--- src/rtl/clk_div_prog.sv ---
// Multi-channel programmable clock divider / strobe generator with glitch-free divisor updates.
// Optional phase-align input `sync` is built only when CLK_DIV_SYNC_EN is defined.
module clk_div_prog #(
    parameter int NUM_CH  = 2,
    parameter int CNT_W   = 8,
    parameter int DEF_DIV = 10,
    localparam int CH_W   = (NUM_CH > 1) ? $clog2(NUM_CH) : 1
) (
    input  logic              clk,
    input  logic              rst,
`ifdef CLK_DIV_SYNC_EN
    input  logic              sync,
`endif
    input  logic [NUM_CH-1:0] en,
    input  logic              div_wr,
    input  logic [CH_W-1:0]   div_ch,
    input  logic [CNT_W-1:0]  div_val,
    output logic              div_rdy,
    output logic [NUM_CH-1:0] pending,
    output logic [NUM_CH-1:0] clk_out,
    output logic [NUM_CH-1:0] tick
);

    localparam logic [CNT_W-1:0] DEF_D   = CNT_W'(DEF_DIV);
    localparam logic [CNT_W-1:0] ONE     = CNT_W'(1);
    localparam logic [CNT_W-1:0] MIN_DIV = CNT_W'(2);

    logic [CNT_W-1:0] div_q    [NUM_CH];
    logic [CNT_W-1:0] cnt_q    [NUM_CH];
    logic [CNT_W-1:0] shadow_q [NUM_CH];
    logic [CNT_W-1:0] div_nx   [NUM_CH];
    logic [CNT_W-1:0] cnt_nx   [NUM_CH];
    logic [NUM_CH-1:0] wrap;
    logic [NUM_CH-1:0] apply;
    logic [NUM_CH-1:0] accept;
    logic [CNT_W-1:0]  wr_val;
    logic              sync_req;

`ifdef CLK_DIV_SYNC_EN
    assign sync_req = sync;
`else
    assign sync_req = 1'b0;
`endif

    assign wr_val = (div_val < MIN_DIV) ? MIN_DIV : div_val;

    // Channel match by loop keeps out-of-range div_ch from indexing pending.
    always_comb begin
        div_rdy = 1'b0;
        for (int unsigned i = 0; i < NUM_CH; i++) begin
            if (div_ch == CH_W'(i)) div_rdy = !pending[i];
        end
    end

    always_comb begin
        wrap   = '0;
        apply  = '0;
        accept = '0;
        for (int unsigned i = 0; i < NUM_CH; i++) begin
            wrap[i]   = (cnt_q[i] == div_q[i] - ONE) || sync_req;
            apply[i]  = en[i] && wrap[i] && pending[i];
            div_nx[i] = apply[i] ? shadow_q[i] : div_q[i];
            cnt_nx[i] = wrap[i] ? '0 : cnt_q[i] + ONE;
            accept[i] = div_wr && div_rdy && (div_ch == CH_W'(i));
        end
    end

    always_ff @(posedge clk) begin
        if (rst) begin
            for (int unsigned i = 0; i < NUM_CH; i++) begin
                div_q[i]    <= DEF_D;
                cnt_q[i]    <= DEF_D - ONE;
                shadow_q[i] <= '0;
            end
            pending <= '0;
            clk_out <= '0;
            tick    <= '0;
        end else begin
            for (int unsigned i = 0; i < NUM_CH; i++) begin
                if (en[i]) begin
                    cnt_q[i]   <= cnt_nx[i];
                    div_q[i]   <= div_nx[i];
                    clk_out[i] <= cnt_nx[i] < (div_nx[i] >> 1);
                    tick[i]    <= cnt_nx[i] == '0;
                end else begin
                    tick[i] <= 1'b0;
                end
                // accept requires !pending, so it never collides with apply
                if (apply[i]) pending[i] <= 1'b0;
                if (accept[i]) begin
                    shadow_q[i] <= wr_val;
                    pending[i]  <= 1'b1;
                end
            end
        end
    end

endmodule

--- config.mk ---
export PLATFORM = sky130hd
export DESIGN_NAME = clk_div_prog
export DESIGN_NICKNAME = d
export VERILOG_FILES = /design/src/rtl/clk_div_prog.sv
export SDC_FILE = /design/constraint.sdc
export NUM_CORES = 1
export LEC_CHECK = 0
export ABC_CLOCK_PERIOD_IN_PS = 4790
export CAP_MARGIN = 10
export CORE_MARGIN = 10
export CORE_UTILIZATION = 51
export CTS_CLUSTER_DIAMETER = 150
export CTS_CLUSTER_SIZE = 8
export DETAILED_ROUTE_END_ITERATION = 8
export PLACE_DENSITY = 0.74
export SLEW_MARGIN = 10
export SYNTH_ARGS = -nofsm -noshare
export SYNTH_HDL_FRONTEND = slang
export SYNTH_SLANG_ARGS = --single-unit
--- constraint.sdc ---
create_clock -name clk -period 4.79 [get_ports clk]
set_input_delay 0.958 -clock clk [delete_from_list [all_inputs] [get_ports clk]]
set_output_delay 0.958 -clock clk [all_outputs]
set_load 0.01 [all_outputs]
## After elaboration in Yosys (flattened, before gate mapping)

Memories as Yosys holds them, arrays and structs flattened.
Cells that the tools add are included.

| storage, ports and cells | value |
|---|---|
| flip-flop bits (word level) | 6 |
| RAM bits | 48 |
| output and inout port bits | 7 |
| word-level logic and storage cells | 72 |
| memories kept | 3 |

Memories:

| name | depth | bits a word | rd ports | clocked after Yosys merged registers in | write ports | RTL line | text |
|---|---|---|---|---|---|---|---|
| cnt_q | 2 | 8 | 2 | 0 | 2 | 29 | `logic [CNT_W-1:0] cnt_q [NUM_CH];` |
| div_q | 2 | 8 | 2 | 0 | 2 | 28 | `logic [CNT_W-1:0] div_q [NUM_CH];` |
| shadow_q | 2 | 8 | 2 | 0 | 2 | 30 | `logic [CNT_W-1:0] shadow_q [NUM_CH];` |

| operators by class | value |
|---|---|
| add/sub/neg operators | 4 |
| $lt $le $gt $ge | 3 |
| equal/unequal tests | 2 |
| multiplexer cells | 30 |
| bitwise logic cells | 9 |
| reductions and logical operators | 15 |

Operator list:

| cell | count |
|---|---|
| $mux W8 | 11 |
| $mux W1 | 19 |
| $add A8 B1 Y8 const B | 2 |
| $eq A8 B8 Y1 | 2 |
| $logic_not A8 Y1 | 2 |
| $lt A8 B7 Y1 | 2 |
| $sub A8 B1 Y8 const B | 2 |
| $lt A8 B2 Y1 const B | 1 |
| $logic_and A1 B1 Y1 | 7 |
| $or A1 B1 Y1 | 6 |
| $reduce_bool A2 Y1 | 2 |
| $reduce_or A2 Y1 | 2 |
| $not A1 Y1 | 3 |
| $logic_not A1 Y1 | 2 |

## Longest topological paths before layout

Gate-level depths: netlist (run 1).

| logic depth | value |
|---|---|
| word-level depth | 8 |
| mapped depth | 14 |
| gate-level depth less buffers | 13 |

## Worst setup path after synthesis (run 1)

Ideal clock, no wire load.

| path | value |
|---|---|
| kind | flip-flop to flip-flop |
| from | mem div_q[0][0] |
| to | reg clk_out[0] |
| arrival time | 3.355 ns |
| data required time | 4.668 ns |
| path slack | 1.313 ns |
| cell stages (with the launch flop) | 14 |
| buffers on the path | 0 |
| clock period less this slack | 3.477 ns |
| cells stage by stage | edfxtp_1 inv_1 ha_1 xnor2_1 a311o_1 nor4_1 nand4_2 mux2i_1 ha_1 and4_1 a21oi_1 mux2_2 o2111a_1 a221o_1 |

RTL lines:

| what | RTL line | text |
|---|---|---|
| start, declared | 28 |  |
| end signal, assigned by index | 83 | `clk_out[i] <= cnt_nx[i] < (div_nx[i] >> 1);` |
| end, declared | 20 | `output logic [NUM_CH-1:0] clk_out,` |

==> results of run 1 <==
-- power by group through the flow --
stage          Clock (mW)  Sequential, mW  Combinational [mW]
2_1_floorplan           0           0.582               0.171
3_3_place_gp            0           0.601               0.223
3_5_place_dp            0           0.602               0.226
4_1_cts             0.266           0.591               0.227
5_1_grt             0.283           0.597               0.256
6_report            0.262           0.592               0.230
-- kinds of logic after synthesis --
group,after synthesis,synth area share (%)
adders and majority gates,16,5.89
and+or+nand+nor,132,20.4
buffers and inverters,27,3.24
DFF,54,45.9
xor gates and xnor gates,32,8.65
muxes,16,4.89
AOI/OAI and AO/OA,49,11.0
-- worst min path at each step --
stage | endpoint | cells past startpoint | start
floorplan | pending[0]$_SDFFE_PP0P_ | 2 | pending[0]$_SDFFE_PP0P_
global placement | clk_out[0]$_SDFFE_PP0P_ | 1 | clk_out[0]$_SDFFE_PP0P_
detailed placement | clk_out[0]$_SDFFE_PP0P_ | 1 | clk_out[0]$_SDFFE_PP0P_
CTS | clk_out[0]$_SDFFE_PP0P_ | 1 | clk_out[0]$_SDFFE_PP0P_
global route | clk_out[0]$_SDFFE_PP0P_ | 1 | clk_out[0]$_SDFFE_PP0P_
finish | clk_out[0]$_SDFFE_PP0P_ | 1 | clk_out[0]$_SDFFE_PP0P_
-- cell usage in the layout (no fill, tap or decap), types with 8 or more instances in the layout --
cell type,netlist,layout
and3_1,8,8
mux2i_1,14,14
nand3_1,9,9
inv_1,14,14
nor3_1,9,9
xor2_1,13,13
nor2_1,51,51
and2_1,8,8
xnor2_1,18,18
clkdlybuf4s50_1,0,20
nand2_1,11,11
ha_1,16,16
edfxtp_1,48,48
-- worst reg2reg max path, cell delays in order, from the launching register on --
cell      delay [ns]
edfxtp_1        0.44
inv_1           0.07
ha_1            0.30
xnor2_1         0.13
a311o_1         0.34
nor4_1          0.46
nand4_2         0.42
mux2i_1         0.24
ha_1            0.31
and4_1          0.23
a21oi_1         0.07
mux2_2          0.26
o2111a_1        0.22
a221o_1         0.28
-- flip-flops by register name, indices dropped and copies added, names as in the netlist --
signal    count
cnt_q        16
div_q        16
shadow_q     16
clk_out       2
pending       2
tick          2
-- per-stage QoR --
stage	setup WS (ns)	instances	utilization [%]
4_1_cts	0.945	420	58.4
3_5_place_dp	0.987	412	57.0
5_1_grt	0.624	420	58.4
6_report	0.906	420	58.4
3_3_place_gp	1.01	412	57.0
2_1_floorplan	1.31	326	-
-- metal layers --
| metal | global-route usage (%) | up-vias | part of all wire (%) |
|---|---|---|---|
| li1 | - | 1233 | - |
| met1 | 21.4 | 1222 | 48 |
| met2 | 22.3 | 86 | 45 |
| met3 | 2.31 | 2 | 6.4 |
| met4 | 3.74 | 0 | 0.62 |
| met5 | 0 | - | 0 |
-- cell type report --
| cell class | count | area, um2 | share of cell area, % |
|---|---|---|---|
| Inverter | 14 | 52.6 | 1.40 |
| Tap cell | 77 | 96.3 | 2.57 |
| Clock buffer | 7 | 86.3 | 2.30 |
| Clock inverter | 1 | 5.00 | 0.133 |
| Sequential cell | 54 | 1560 | 41.6 |
| Multi-Input combinational cell | 245 | 1740 | 46.2 |
| Timing Repair Buffer | 22 | 215 | 5.74 |
==> impl_table.tex, run 1 <==
\begin{tabular}{lr}
\hline
Metric & Value \\
\hline
\multicolumn{2}{l}{\textbf{Worst setup path}} \\
\quad Reg-to-reg slack, setup & 0.91 ns \\
\quad CP endpoint & clk\_out[0]\$\_SDFFE\_PP0P\_ \\
\quad Worst R2R Start & div\_q[0][0]\$\_SDFFCE\_PP0P\_ \\
\quad Worst stage delay on the critical path & between 0.4 and 0.5 ns \\
\quad Critical-path cell list & inv\_1, ha\_1, xnor2\_1, a311o\_1, nor4\_1, nand4\_2, mux2i\_1, ha\_1, and4\_1, a21oi\_1, mux2\_2, o2111a\_1, a221o\_1 \\
\quad Library cell contributing the largest single delay on the critical path & nor4\_1 \\
\quad Beginning of the critical path & div\_q[0][0]\$\_SDFFCE\_PP0P\_ \\
\quad Buffer and inverter count on the worst path & 1 \\
\quad CP most frequent cell & ha\_1 \\
\quad Delay-heaviest family, CP & simple AND/OR/NAND/NOR gates \\
\quad Type of the worst setup path & reg -> reg \\
\quad Critical path endpoint category & flop \\
\quad Worst reg2reg endpoint & clk\_out[0]\$\_SDFFE\_PP0P\_ \\
\quad WP data required & 4.98 ns \\
\quad Number of stages on the worst setup path & 13 \\
\quad Type of origin of the critical path & flop \\
\quad CP max FO & 9 \\
\quad Register-to-Register Path Depth & 13 \\
\quad Data arrival, critical path & between 4 and 5 ns \\
\multicolumn{2}{l}{\textbf{Cells and area}} \\
\quad Fin nets & 372 \\
\quad Filler Cell Count & $\sim$550 \\
\quad Number of diodes added for antenna fixing & 0 \\
\quad Area of all placed cells without fillers & approximately 3800 um2 \\
\quad Share of post-route cells with drive strength above 1 & under 10\% \\
\quad Area grow syn2layout & 10.3\% \\
\multicolumn{2}{l}{\textbf{Power}} \\
\quad Power per standard cell area & between 200 and 300 nW/um2 \\
\quad Net Sw Power & $\sim$0.31 mW \\
\quad Post-layout power & 1.08 mW \\
\quad Cell-internal power & 0.771 mW \\
\quad Switching Share & between 20\% and 30\% \\
\quad Part of the power in combinational logic & between 20\% and 30\% \\
\quad Flop pwr share & between 50\% and 60\% \\
\quad VDD IR-drop max & a little under 0.2 mV \\
\quad Static power due to leakage & approximately 1.5 nW \\
\quad Part of the power in the clock network & between 20\% and 30\% \\
\multicolumn{2}{l}{\textbf{Synthesis}} \\
\quad Sequential area share after synthesis & a little under half \\
\quad Synth Instances & 326 \\
\quad Leading post-synthesis cells by cell area & edfxtp\_1 42\%, ha\_1 5.9\%, nor2\_1 5.6\% \\
\quad Post-synth cell types & 60 \\
\quad Share of async-settable or async-resettable flops after synthesis & 0\% \\
\quad Register bit total from synthesis & between 50 and 60 \\
\quad Share of the synthesized area in the top cell type & a little over two fifths \\
\quad Total nets after synthesis & between 300 and 400 \\
\quad Flip-flop cell with the highest count after synthesis & edfxtp\_1 \\
\quad EDFF count, synth & between 40 and 50 \\
\quad Yosys warning count & 0 \\
\quad Cell taking the most area after synthesis & edfxtp\_1 \\
\quad Most frequently used cell type in the post-synthesis netlist & nor2\_1 \\
\quad Syn\_area\_per\_cell & approximately 10 um2 \\
\quad Netlist Area Pre-Place & about 3400 um2 \\
\quad Commonest cells in the netlist & 51 x nor2\_1, 48 x edfxtp\_1, 18 x xnor2\_1, 16 x ha\_1 \\
\multicolumn{2}{l}{\textbf{CTS}} \\
\quad Number of buffers added for setup after CTS & 0 \\
\quad Clock Pin Slew Worst Setup and Hold Paths & $\sim$0.090 ns \\
\quad Number of hold buffers added after cts & 0 \\
\quad CTS H-tree lvls & 2 \\
\quad Inserted Clock Buffers & 5 \\
\quad Resized Gates After CTS & 0 \\
\quad TritonCTS clock tree & yes \\
\quad Clk sink count & 54 \\
\quad Clock tree root driver cell & clkbuf\_8 \\
\quad Clock Latency Late Sink & around 0.3 ns \\
\quad Deepest clock path buffer count & 2 \\
\multicolumn{2}{l}{\textbf{Routing}} \\
\quad Count of routing violations after the opening detailed-route iteration & approximately 160 \\
\quad Total number of vias & 2543 \\
\quad Post-DR vias/cell & just over 6 \\
\quad Wire length reported by the detailed router & about 7400 um \\
\quad Final ANT Viol Nets & 0 \\
\quad Wirelength per Cell & 17.6 um \\
\quad \# DRC & 0 \\
\quad Drt first pass iters & 4 \\
\multicolumn{2}{l}{\textbf{Placement}} \\
\quad Final estimated routing congestion in global placement & $\sim$0.85 \\
\quad IO Port Bufs & 20 \\
\quad Detailed-placement wirelength estimate & 5730 um \\
\quad Standard cell area after detailed placement & around 3700 um2 \\
\multicolumn{2}{l}{\textbf{Floorplanning}} \\
\quad Initial core utilization & a little over half \\
\quad Number of standard-cell rows in the floorplan & 29 \\
\quad Number of top-level pins & 21 \\
\quad Area of the placeable core & 6420 um2 \\
\quad Die span in x & around 100 um \\
\quad Vertical extent of the die & between 100 and 150 um \\
\quad Floorplan die area & $\sim$10000 um2 \\
\multicolumn{2}{l}{\textbf{STA}} \\
\quad Setup repair after global routing missed its margin & false \\
\quad Measured slew at the worst slew-check pin & between 0.7 and 0.8 ns \\
\quad Max Fclk & 257 MHz \\
\quad Fin crit period & around 3.9 ns \\
\quad Final Max Slew Viols & 0 \\
\quad Total negative slack & 0 ns \\
\quad Ratio of final minimum period to clock period & between 80\% and 90\% \\
\quad Hold slack & roughly 0.50 ns \\
\quad Relative slew slack & between 50\% and 60\% \\
\quad Final hold violations & 0 \\
\quad Total setup violations reported at the end of the flow & 0 \\
\quad Clock Skews & 0.0130 ns \\
\multicolumn{2}{l}{\textbf{Global routing}} \\
\quad Antenna violations before repair & 0 \\
\quad Via count of the first global-routing pass & $\sim$2400 \\
\quad All-Layer GR Usage & 14.8\% \\
\quad Largest net degree at the start of global routing & 16 \\
\quad Global-route wire length before repair & 12200 um \\
\quad Leftover overflow at the end of global routing & 0 \\
\multicolumn{2}{l}{\textbf{Worst hold path}} \\
\quad Class of the worst hold path & reg -> reg \\
\multicolumn{2}{l}{\textbf{Flow run}} \\
\quad Max-capacitance violation count & 0 \\
\multicolumn{2}{l}{\textbf{Status}} \\
\quad Run status & finished clean \\
\hline
\end{tabular}
Note: power is estimated with default switching activity, not from simulation.
==> run 2: changes to the inputs <==
Settings changed: ABC_CLOCK_PERIOD_IN_PS 4790 to 3600.
Clock period 4.79 ns to 3.6 ns, I/O delays scaled along.
==> impl_table.tex, run 2 (synthesized netlist as in run 1, its figures left out) <==
\begin{tabular}{lr}
\hline
Metric & Value \\
\hline
\multicolumn{2}{l}{\textbf{Worst setup path}} \\
\quad Type of the worst setup path & reg -> reg \\
\quad Library cell contributing the largest single delay on the critical path & edfxtp\_1 \\
\quad Critical path endpoint category & flop \\
\quad Worst stage delay on the critical path & roughly 0.45 ns \\
\quad Critical-path cell list & inv\_1, ha\_1, xnor2\_1, a311oi\_2, o2111ai\_2, nor4\_2, buf\_4, mux2i\_2, ha\_1, and3\_1, o311ai\_1, nor3\_1, mux2\_4, nor4\_2 \\
\quad Data arrival, critical path & about 3.7 ns \\
\quad Type of origin of the critical path & flop \\
\quad Buffer and inverter count on the worst path & 2 \\
\quad WP data required & approximately 3.8 ns \\
\quad CP max FO & 9 \\
\quad Delay-heaviest family, CP & compound AO/OA/AOI/OAI gates \\
\multicolumn{2}{l}{\textbf{Cells and area}} \\
\quad Commonest cells after routing, fill and taps aside & 49 x nor2\_1, 48 x edfxtp\_1, 22 x buf\_4 \\
\quad Regs by FF count & cnt\_q: 16 flops, div\_q: 16 flops, shadow\_q: 16 flops \\
\quad Area grow syn2layout & 16.5\% \\
\quad Most common cell after layout, fill and taps aside & nor2\_1 \\
\quad Share of post-route cells with drive strength above 1 & between 10\% and 20\% \\
\quad Number of diodes added for antenna fixing & 0 \\
\quad Fin nets & 392 \\
\quad Area of all placed cells without fillers & $\sim$4000 um2 \\
\quad Final design utilization & 61.7\% \\
\quad Filler Cell Count & 533 \\
\multicolumn{2}{l}{\textbf{CTS}} \\
\quad Inserted Clock Buffers & 5 \\
\quad Clk sink count & 54 \\
\quad Clock Pin Slew Worst Setup and Hold Paths & 0.09 ns \\
\quad Deepest clock path buffer count & 2 \\
\quad Clock tree root driver cell & clkbuf\_8 \\
\quad Clock Latency Late Sink & 0.31 ns \\
\quad CTS H-tree lvls & 2 \\
\quad TritonCTS clock tree & yes \\
\multicolumn{2}{l}{\textbf{STA}} \\
\quad Fin crit period & 3.43 ns \\
\quad Clock Skews & roughly 0.0075 ns \\
\quad Final Max Slew Viols & 0 \\
\quad Total setup violations reported at the end of the flow & 0 \\
\quad Measured slew at the worst slew-check pin & roughly 0.8 ns \\
\quad Final hold violations & 0 \\
\quad Max Fclk & 292 MHz \\
\quad Ratio of final minimum period to clock period & about 95\% \\
\quad Relative slew slack & between 40\% and 50\% \\
\quad Hold slack & between 0.5 and 0.6 ns \\
\multicolumn{2}{l}{\textbf{Status}} \\
\quad Run status & finished clean \\
\multicolumn{2}{l}{\textbf{Routing}} \\
\quad \# DRC & 0 \\
\quad Wire length reported by the detailed router & just under 8000 um \\
\quad Total number of vias & 2674 \\
\quad Post-DR vias/cell & 6.08 \\
\quad Final ANT Viol Nets & 0 \\
\quad Wirelength per Cell & 18.0 um \\
\quad Drt first pass iters & 5 \\
\quad Count of routing violations after the opening detailed-route iteration & 162 \\
\multicolumn{2}{l}{\textbf{Floorplanning}} \\
\quad Die span in x & 102 um \\
\quad Floorplan die area & around 10000 um2 \\
\quad Area of the placeable core & between 6000 and 7000 um2 \\
\quad Vertical extent of the die & 102 um \\
\quad Number of standard-cell rows in the floorplan & 29 \\
\quad Initial core utilization & 53.0\% \\
\quad Number of top-level pins & 21 \\
\multicolumn{2}{l}{\textbf{Power}} \\
\quad Power per standard cell area & approximately 390 nW/um2 \\
\quad VDD IR-drop max & between 0.2 and 0.3 mV \\
\quad Static power due to leakage & $\sim$1.6 nW \\
\quad Post-layout power & between 1.5 and 2 mW \\
\multicolumn{2}{l}{\textbf{Global routing}} \\
\quad Antenna violations before repair & 0 \\
\quad Via count of the first global-routing pass & about 2600 \\
\quad Leftover overflow at the end of global routing & 0 \\
\quad Largest net degree at the start of global routing & 17 \\
\quad Global-route wire length before repair & about 13000 um \\
\quad All-Layer GR Usage & between 10\% and 20\% \\
\multicolumn{2}{l}{\textbf{Placement}} \\
\quad Standard cell area after detailed placement & between 3000 and 4000 um2 \\
\quad Final estimated routing congestion in global placement & roughly 0.94 \\
\quad Detailed-placement wirelength estimate & around 6000 um \\
\quad IO Port Bufs & 20 \\
\multicolumn{2}{l}{\textbf{Flow run}} \\
\quad Max-capacitance violation count & 0 \\
\multicolumn{2}{l}{\textbf{Worst hold path}} \\
\quad Class of the worst hold path & reg -> reg \\
\hline
\end{tabular}
[run 2: cell types whose count changed in the layout (fill, tap and decap cells not counted), moves of 2 or more]
cell	change
buf_4	+20
nor2_1	-2
nor2_2	+2
nor4_1	-2
nor4_2	+2
[run 2: final timing paths]
| check | end | slack, ns | cells past startpoint | start |
|---|---|---|---|---|
| worst min register to register | clk_out[0]$_SDFFE_PP0P_ | 0.51 | 1 | clk_out[0]$_SDFFE_PP0P_ |
| worst max-delay path | clk_out[1]$_SDFFE_PP0P_ | 0.17 | 14 | div_q[0][9]$_SDFFCE_PP1P_ |
| worst max register to register | clk_out[1]$_SDFFE_PP0P_ | 0.17 | 14 | div_q[0][9]$_SDFFCE_PP1P_ |
| worst min-delay path | clk_out[0]$_SDFFE_PP0P_ | 0.51 | 1 | clk_out[0]$_SDFFE_PP0P_ |
[run 2: routing by layer]
metal  routed length [um]  track usage [%]  share of wire, %
met1                 3690             21.8                47
met2                 3570             23.4                45
met3                  531             2.86               6.7
met4                  144             6.93               1.8
met5                    0                0                 0
[run 2: area by class of cell]
type / count / area (um2) / share of cell area [%]
timing repair buffer: 42 / 365 / 9.22
inverter: 14 / 52.6 / 1.33
multi-input combinational: 245 / 1780 / 44.8
tap: 77 / 96.3 / 2.43
clock inverter: 2 / 37.5 / 0.948
clock buffer: 6 / 72.6 / 1.83
sequential: 54 / 1560 / 39.4
[run 2: report_power, final]
group          switching, mW  internal [mW]  leakage (nW)
Combinational          0.191          0.155         0.969
Sequential            0.0471          0.734         0.545
Clock                  0.204          0.208        0.0514
[run 2: timing repair]
action | 4_1_cts | 5_1_grt
hold buffers | 0 | 0
setup buffers | 0 | 6
endpoints found under the setup margin | 0 | 2
resized for setup | 0 | 9
[run 2: worst reg2reg max path, stage by stage (launching register included)]
cell,delay (ns)
edfxtp_1,0.45
inv_1,0.12
ha_1,0.26
xnor2_1,0.15
a311oi_2,0.28
o2111ai_2,0.26
nor4_2,0.20
buf_4,0.24
mux2i_2,0.25
ha_1,0.29
and3_1,0.22
o311ai_1,0.12
nor3_1,0.10
mux2_4,0.28
nor4_2,0.12
[run 2: per-stage QoR]
| stage | setup TNS [ns] | cells | setup slack [ns] |
|---|---|---|---|
| final | 0 | 440 | 0.173 |
| after global routing | -0.00863 | 440 | -0.00863 |
| after CTS | 0 | 434 | 0.0162 |
| after detailed placement | 0 | 426 | 0.0433 |
| after global placement | 0 | 426 | 0.110 |
| after floorplan | 0 | 326 | 0.123 |
